==> config.mk <==
export PLATFORM = sky130hd
export DESIGN_NAME = sar_logic_cs_param
export DESIGN_NICKNAME = d
export VERILOG_FILES = /design/src/rtl/sar_logic_cs_param.sv
export SDC_FILE = /design/constraint.sdc
export NUM_CORES = 1
export LEC_CHECK = 0
export CORE_ASPECT_RATIO = 1.4
export CORE_UTILIZATION = 40
export DETAILED_ROUTE_END_ITERATION = 8
export GPL_TIMING_DRIVEN = 0
export PLACE_DENSITY = 0.69
export SLEW_MARGIN = 20
export SYNTH_ARGS = -nofsm -noshare
export SYNTH_HDL_FRONTEND = slang
export SYNTH_SLANG_ARGS = --single-unit
export TNS_END_PERCENT = 100
==> constraint.sdc <==
create_clock -name clk -period 2.8 [get_ports clk]
set_clock_uncertainty 0.1 [all_clocks]
set_input_delay 0.56 -clock clk [delete_from_list [all_inputs] [get_ports clk]]
set_output_delay 0.56 -clock clk [all_outputs]
set_load 0.02 [all_outputs]
==> src/rtl/sar_logic_cs_param.sv <==
// Parametrised coarse/fine SAR controller: K coarse bits, code transfer, N-K fine bits,
// with configurable sampling, continuous mode and a valid/ready result register.
module sar_logic_cs_param #(
  parameter int N          = 10,
  parameter int K          = 4,
  parameter int SAMPLE_CYC = 2
) (
  input  logic           clk,
  input  logic           rst,
  input  logic           cnvst,
  input  logic           cont,
  input  logic           cmp_out,
  input  logic           cmp_out_coarse,
  input  logic           sar_ready,
  output logic [N-1:0]   sar,
  output logic           sar_valid,
  output logic           overrun,
  output logic           eoc,
  output logic           busy,
  output logic           cmp_clk,
  output logic           cmp_clk_coarse,
  output logic           s_clk,
  output logic           s_clk_not,
  output logic [2*N-1:0] fine_btm,
  output logic [2*N-1:0] fine_btm_not,
  output logic [2*K-1:0] coarse_btm,
  output logic [2*K-1:0] coarse_btm_not,
  output logic           fine_switch_drain,
  output logic           fine_switch_drain_not,
  output logic           coarse_switch_drain,
  output logic           coarse_switch_drain_not
);

  localparam int CW = $clog2(N + SAMPLE_CYC + 1);

  typedef enum logic [2:0] {IDLE, SAMPLE, COARSE, XFER, FINE, DONE} state_t;

  state_t          state;
  logic [CW-1:0]   cnt;
  logic            phase;
  logic            start;
  logic [2*K-1:0]  coarse_dec;
  logic [2*N-1:0]  fine_dec;
  logic [N-1:0]    code;

  // Arrays with the bit under test (index cnt) resolved from the comparator.
  always_comb begin
    coarse_dec = coarse_btm;
    fine_dec   = fine_btm;
    code       = '0;
    for (int unsigned j = 0; j < K; j++)
      if (CW'(j) == cnt) coarse_dec[2*j +: 2] = cmp_out_coarse ? 2'b10 : 2'b01;
    for (int unsigned i = 0; i < N; i++) begin
      if (CW'(i) == cnt) fine_dec[2*i +: 2] = cmp_out ? 2'b10 : 2'b01;
      code[i] = (fine_btm[2*i +: 2] == 2'b10);
    end
    start = ((state == IDLE) && cnvst) || ((state == DONE) && (cont || cnvst));
  end

  always_ff @(posedge clk) begin
    if (rst) begin
      state               <= IDLE;
      cnt                 <= '0;
      phase               <= 1'b0;
      sar                 <= '0;
      sar_valid           <= 1'b0;
      overrun             <= 1'b0;
      eoc                 <= 1'b0;
      cmp_clk             <= 1'b0;
      cmp_clk_coarse      <= 1'b0;
      s_clk               <= 1'b0;
      fine_btm            <= '0;
      coarse_btm          <= '0;
      fine_switch_drain   <= 1'b0;
      coarse_switch_drain <= 1'b0;
    end else begin
      case (state)
        SAMPLE: begin
          if (cnt == CW'(SAMPLE_CYC - 1)) begin
            state               <= COARSE;
            cnt                 <= CW'(K - 1);
            phase               <= 1'b0;
            s_clk               <= 1'b0;
            fine_switch_drain   <= 1'b0;
            coarse_switch_drain <= 1'b0;
            coarse_btm          <= (2*K)'(2'b10) << (2 * (K - 1));
          end else begin
            cnt <= cnt + CW'(1);
          end
        end
        COARSE: begin
          if (!phase) begin
            phase          <= 1'b1;
            cmp_clk_coarse <= 1'b1;
          end else begin
            phase          <= 1'b0;
            cmp_clk_coarse <= 1'b0;
            if (cnt == '0) begin
              state      <= XFER;
              coarse_btm <= coarse_dec;
              fine_btm   <= {coarse_dec, {(2*(N-K)){1'b0}}};
            end else begin
              // resolve bit cnt and open the test on bit cnt-1 in the same edge
              coarse_btm <= coarse_dec | ((2*K)'(2'b10) << {cnt - CW'(1), 1'b0});
              cnt        <= cnt - CW'(1);
            end
          end
        end
        XFER: begin
          state    <= FINE;
          cnt      <= CW'(N - K - 1);
          phase    <= 1'b0;
          fine_btm <= fine_btm | ((2*N)'(2'b10) << (2 * (N - K - 1)));
        end
        FINE: begin
          if (!phase) begin
            phase   <= 1'b1;
            cmp_clk <= 1'b1;
          end else begin
            phase   <= 1'b0;
            cmp_clk <= 1'b0;
            if (cnt == '0) begin
              state    <= DONE;
              fine_btm <= fine_dec;
              eoc      <= 1'b1;
            end else begin
              fine_btm <= fine_dec | ((2*N)'(2'b10) << {cnt - CW'(1), 1'b0});
              cnt      <= cnt - CW'(1);
            end
          end
        end
        DONE: begin
          eoc   <= 1'b0;
          state <= IDLE;
        end
        default: state <= IDLE;
      endcase

      // Shared entry into SAMPLE from IDLE and DONE overrides the case above.
      if (start) begin
        state               <= SAMPLE;
        cnt                 <= '0;
        s_clk               <= 1'b1;
        fine_switch_drain   <= 1'b1;
        coarse_switch_drain <= 1'b1;
        fine_btm            <= '0;
        coarse_btm          <= '0;
      end

      if (state == DONE) begin
        if (!sar_valid || sar_ready) begin
          sar       <= code;
          sar_valid <= 1'b1;
        end else begin
          overrun <= 1'b1;
        end
      end else if (sar_valid && sar_ready) begin
        sar_valid <= 1'b0;
      end
    end
  end

  assign busy                    = (state != IDLE);
  assign s_clk_not               = ~s_clk;
  assign fine_btm_not            = ~fine_btm;
  assign coarse_btm_not          = ~coarse_btm;
  assign fine_switch_drain_not   = ~fine_switch_drain;
  assign coarse_switch_drain_not = ~coarse_switch_drain;

endmodule

Yosys cells after proc, flatten, opt, wreduce, memory -nomap -nowiden
Cells that the tools add are included.
{"block": "totals", "input_bits": 7, "regBits": 52, "output_inout_bits": 78}
{"block": "op_classes", "mux": 47, "eq_ne": 38, "shift": 2, "add_sub_neg": 2, "n_bitwise": 7, "reduce_logical": 32}
{"op": "20-bit two-way mux", "count": 4}
{"op": "20-bit one-hot mux with 3 select lines", "count": 1}
{"op": "2-bit two-way mux", "count": 16}
{"op": "8-bit two-way mux", "count": 3}
{"op": "2-bit equality test (second input constant)", "count": 10}
{"op": "20-bit inverter", "count": 1}
{"op": "20-bit OR", "count": 1}
{"op": "2-bit by 5-bit << shifter with 20-bit output (first input constant)", "count": 1}
{"op": "3-bit by 4-bit equality test with 1-bit output (first input constant)", "count": 4}
{"op": "8-bit one-hot mux with 2 select lines", "count": 1}
{"op": "3-bit two-way mux", "count": 5}
{"op": "3-bit != test (second input constant)", "count": 5}
{"op": "5-bit AND reduction", "count": 3}
{"op": "4-bit two-way mux", "count": 3}
{"op": "2-bit != test (second input constant)", "count": 6}
{"op": "3-bit one-hot mux with 4 select lines", "count": 1}
{"op": "4-bit one-hot mux with 3 select lines", "count": 1}
{"op": "2-bit nonzero test", "count": 6}
{"op": "1-bit two-way mux", "count": 10}
{"op": "2-bit AND reduction", "count": 5}
{"op": "3-bit AND reduction", "count": 3}
{"op": "3-bit nonzero test", "count": 3}
{"op": "2-bit by 4-bit equality test with 1-bit output (first input constant)", "count": 2}
{"op": "4-bit equality test (first input constant)", "count": 2}
{"op": "21 further kinds", "count": 31}

Logic depth before layout (Yosys ltp)
Gate-level depths: netlist (run 1).
{"block": "logic_depth", "word_depth": 6, "mapped_depth": 8, "mapped_depth_nobuf": 7}

Worst setup path after synthesis (run 1)
No wires, ideal clock.
{"block": "synth_timing", "kind": "reg2reg", "from": "register cnt[0]", "to": "register fine_btm[14]", "t_arrival_ns": 2.078, "t_required_ns": 2.586, "path_slack_ns": 0.508, "path_stages_with_launch": 9, "period_less_slack_ns": 2.292, "setup_time_ns": 0.114, "cell_sequence": "dfxtp_1 clkbuf_1 inv_1 ha_1 or3b_1 nor2_1 nor2_1 nor3_1 a2111oi_0"}
{"block": "synth_between", "elab_chain_cells": 6, "elab_cells_between_ends": 15, "classes_between": "add/sub: 1; eq/ne: 3; shift: 1; mux: 7; bitwise: 1; reduce/logical: 2"}
{"element": "from (decl)", "line": "39", "source": "logic [CW-1:0] cnt;"}
{"element": "from (signal assigned)", "line": "81", "source": "cnt <= CW'(K - 1);"}
{"element": "from (signal assigned)", "line": "88", "source": "cnt <= cnt + CW'(1);"}
{"element": "from (signal assigned)", "line": "105", "source": "cnt <= cnt - CW'(1);"}
{"element": "4-bit by 1-bit subtractor with 4-bit output / 3-bit by 4-bit equality test with 1-bit output (equally long branches)", "line": "127, 54"}
{"element": "2-bit by 5-bit << shifter with 20-bit output / 2-bit two-way mux (equally long branches)", "line": "127, 54"}
{"element": "20-bit OR", "line": "127", "source": "fine_btm <= fine_dec | ((2*N)'(2'b10) << {cnt - CW'(1), 1'b0});"}
{"element": "20-bit two-way mux", "line": "122", "source": "if (cnt == '0) begin"}
{"element": "20-bit two-way mux", "line": "116", "source": "if (!phase) begin"}
{"element": "20-bit one-hot mux with 3 select lines", "line": "77", "source": "case (state)"}
{"element": "to (signal assigned)", "line": "113", "source": "fine_btm <= fine_btm | ((2*N)'(2'b10) << (2 * (N - K - 1)));"}
{"element": "to (signal assigned)", "line": "124", "source": "fine_btm <= fine_dec;"}
{"element": "to (signal assigned)", "line": "127"}
{"element": "to (decl)", "line": "24", "source": "output logic [2*N-1:0] fine_btm,"}
Parallel ways exist; a longest one is shown, timed or not. The select of a mux whose other input is x is not followed.
A chain may end at the register's enable or synchronous reset.

Worst setup path after layout (run 1)
{"block": "layout_timing", "from": "register cnt[0]", "to": "register fine_btm[3]"}
{"block": "layout_between", "elab_chain_cells": 6, "elab_cells_between_ends": 11, "classes_between": "add/sub: 1; eq/ne: 2; shift: 1; mux: 4; bitwise: 1; reduce/logical: 2"}
{"element": "4-bit by 1-bit subtractor with 4-bit output / 1-bit by 4-bit equality test with 1-bit output (equally long branches)", "line": "127, 54"}
{"element": "2-bit by 5-bit << shifter with 20-bit output / 2-bit two-way mux (equally long branches)", "line": "127, 54"}
{"element": "20-bit OR", "line": "127"}
{"element": "20-bit two-way mux", "line": "122"}
{"element": "20-bit two-way mux", "line": "116"}
{"element": "20-bit one-hot mux with 3 select lines", "line": "77"}
Parallel ways exist; a longest one is shown, timed or not. The select of a mux whose other input is x is not followed.

==> summary.txt, run 1 <==
Run status
  – Status: completed

Logic synthesis
  – Asr flop ratio synth: 0%
  – Commonest cells in the netlist: dfxtp_1, a21oi_1, nand2_1
  – Register area share after synthesis: around a third
  – Synth area leaders: dfxtp_1, a21oi_1, nand2_1
  – #FFs+latches synth: 52
  – Number of enable flip-flop cells after synthesis: 0
  – Post-synth net total: between 400 and 500
  – Synth Warn #: 0
  – Post-synth top flop: dfxtp_1
  – Distinct cells, synth: 57
  – Mean post-synth cell area: approximately 7.5 um2
  – Mapped Cells: between 400 and 500
  – Cell taking the most area after synthesis: dfxtp_1
  – Synth top area share: between 30% and 40%
  – Top-count cell post-synth: dfxtp_1
  – Mapped Area: about 3100 um2

Route
  – Iter 0 DRT Violations: between 200 and 300
  – Detail-routed via count per cell: about 5.7
  – Residual DRC count: 0
  – Via count: between 3000 and 4000
  – DRT Wirelength: around 10000 um
  – Routed Antenna Nets: 0
  – Mean routed wirelength per cell: between 15 and 20 um
  – Pre-antenna DRT Iters: 7

STA
  – # setup viols final: 0
  – Crit share post-route: between 90 and 100%
  – Final Hold Viols: 0
  – Fmax: between 300 and 400 MHz
  – RSZ-0062 raised after global routing: no
  – Max_slew headroom: about two fifths
  – Slew Limit Fails: 0
  – Post-Route Setup TNS: 0 ps
  – Worst-Margin Slew: 917.8 ps
  – Min Tclk post-route: 2670 ps

Setup path
  – CP Capture Type: flop
  – Crit path kind: flop to flop
  – CP max FO: 10
  – CP Launch Type: flop
  – Worst EP required: a little under 3000 ps
  – Worst Path Arrival: about 2800 ps

Job
  – Max-cap violations: 0

Clock tree
  – CTS buffer count: 5
  – CTS tree: built
  – CTS H-tree lvls: 2
  – Clock buffer depth: 2
  – Reg clk slew, reported paths: approximately 110 ps
  – Postcts setup bufs: 0
  – Clock latency on the worst-skew pair: 310 ps
  – Root buf cell: clkbuf_8
  – Post-CTS Hold Buffers: 0
  – CTS Sinks: 52

Floorplan
  – Initial Utilization: about two fifths
  – Die X: roughly 76 um
  – Cell Rows: 37
  – Ports: 85
  – Core box area: ~7400 um2
  – Die footprint: 8045 um2
  – Die H: 105.7 um

Layout
  – Layout Area Growth over Synthesis: 36.63%
  – Multi-input logic area: about 1800 um2
  – Share of layout cells above drive strength 1: under 10%
  – Number of antenna diodes: 0
  – FF/Latch Area: 1041 um2
  – Fillers: 733
  – Final core occ: around 57%
  – Final #Nets: 511

Min path
  – Hold WC Path Type: flop to flop

Global routing
  – Vias in the first global route: ~3100
  – Initial antenna violation count: 0
  – Largest net degree at the start of global routing: 20
  – First-pass GRT wire length: between 15000 and 20000 um
  – GRT overflow: 0
  – Total Routing Usage GR: ~26%

Place
  – I/O Buffers: 84
  – Gp weighted congestion: 0.9191
  – DP HPWL: about 7900 um

Power and ir drop
  – Pwr dens: around 390 nW/um2
  – Pleak: 1.393 nW
  – Max IR drop VDD: ~270 uV
path summary, 6_finish.rpt:
check / start / endpoint / slack (ps) / depth (start not counted)
max reg2reg: cnt[0] / fine_btm[3] / 130 / 8
min reg2reg: sar[4] / sar[4] / 350 / 2
max: cnt[0] / fine_btm[3] / 130 / 8
min: sar[4] / sar[4] / 350 / 2
logic make-up after synthesis:
group / count (synthesis) / share of synthesized area [%]
AND/OR/NAND/NOR: 143 / 24.22
XOR/XNOR: 3 / 0.8549
flip-flops: 52 / 33.86
adder cells (fa/ha/maj): 6 / 2.442
buffers and inverters: 69 / 9.565
AO/OA/AOI/OAI: 127 / 26.37
multiplexers: 8 / 2.686
flip-flops by register name, summed over array words and instances (netlist names):
register	count
sar	10
cmp_clk	1
coarse_switch_drain	1
eoc	1
fine_btm	20
phase	1
state	3
coarse_btm	8
overrun	1
cnt	4
cmp_clk_coarse	1
sar_valid	1
metrics by stage:
| step | power (W) | instance area, um2 | setup WS [ps] | hold slack, ps | std cells |
|---|---|---|---|---|---|
| 4_1_cts | 0.001626 | 4190 | 21.60 | 356.1 | 596 |
| 2_1_floorplan | 0.0009168 | 3074 | 507.7 | 425.2 | 408 |
| 5_1_grt | 0.001677 | 4200 | 23.26 | 372.8 | 596 |
| 3_3_place_gp | 0.001001 | 4036 | -178.4 | 338.7 | 589 |
| 3_5_place_dp | 0.001003 | 4036 | -238.1 | 344.6 | 589 |
| 6_report | 0.001627 | 4200 | 130.2 | 352.7 | 596 |
area by class of cell:
| cell class | instances | share of cell area, % |
|---|---|---|
| multi-input cells | 287 | 42.09 |
| flip-flops and latches | 52 | 24.78 |
| repair buffers | 84 | 20.02 |
| plain buffers | 33 | 3.813 |
| inverters | 35 | 3.128 |
| well taps | 97 | 2.889 |
| clock buffers | 5 | 1.638 |
| clock inverters | 3 | 1.638 |
critical path: stages (launching register included):
cell and delay [ps]:
dfxtp_1 370, clkbuf_2 210, inv_1 240, ha_1 260, or3b_1 500, o21ai_2 370
o21ai_0 190, a32oi_1 210, o22ai_1 90
repair_timing:
item | 4_1_cts | 5_1_grt
pin swaps | 0 | 0
setup endpoints to repair | 11 | 3
gates resized for setup | 4 | 4
layer usage:
layer  track usage [%]  up-vias  routed length, um
met5                 0        -                  0
met4             13.19        0                316
met3             3.030       25                649
met2             45.52      178               5297
met1             30.07     1582               4126
li1                  -     1632                  -
power by group:
group          internal, W  switching (W)  leakage [nW]
combinational    0.0000837       0.000158         0.905
clock             0.000360       0.000272        0.0687
sequential        0.000745     0.00000804         0.419
total              0.00119       0.000437          1.39
placed cells by master (no fill, tap or decap), types with 5 or more instances in the layout:
cell type / Yosys / routed
clkdlybuf4s50_1: 0 / 84
dfxtp_1: 52 / 52
nand2_1: 39 / 39
a21oi_1: 39 / 39
inv_1: 35 / 35
nor2_1: 34 / 32
nand3_1: 21 / 21
o21ai_0: 19 / 19
clkbuf_1: 17 / 16
a31oi_1: 16 / 16
buf_2: 10 / 10
nand4_1: 8 / 8
nand2b_1: 7 / 7
nor2b_1: 7 / 7
a22oi_1: 7 / 7
o211ai_1: 6 / 6
mux2i_1: 6 / 6
o22ai_1: 6 / 6
ha_1: 6 / 6
a211oi_1: 5 / 5
a32oi_1: 5 / 5
clkbuf_8: 0 / 5
No activity file was read; power rests on OpenSTA's default activity.
==> inputs of run 2 (changes only) <==
--- a/config.mk
+++ b/config.mk
@@ -7,6 +7,7 @@
 export LEC_CHECK = 0
 export CORE_ASPECT_RATIO = 1.4
 export CORE_UTILIZATION = 40
+export CTS_BUF_LIST = sky130_fd_sc_hd__clkbuf_8
 export DETAILED_ROUTE_END_ITERATION = 8
 export GPL_TIMING_DRIVEN = 0
 export PLACE_DENSITY = 0.69
==> results of run 2 <==
The final DEF is identical to that of run 1; final timing and power are the same.
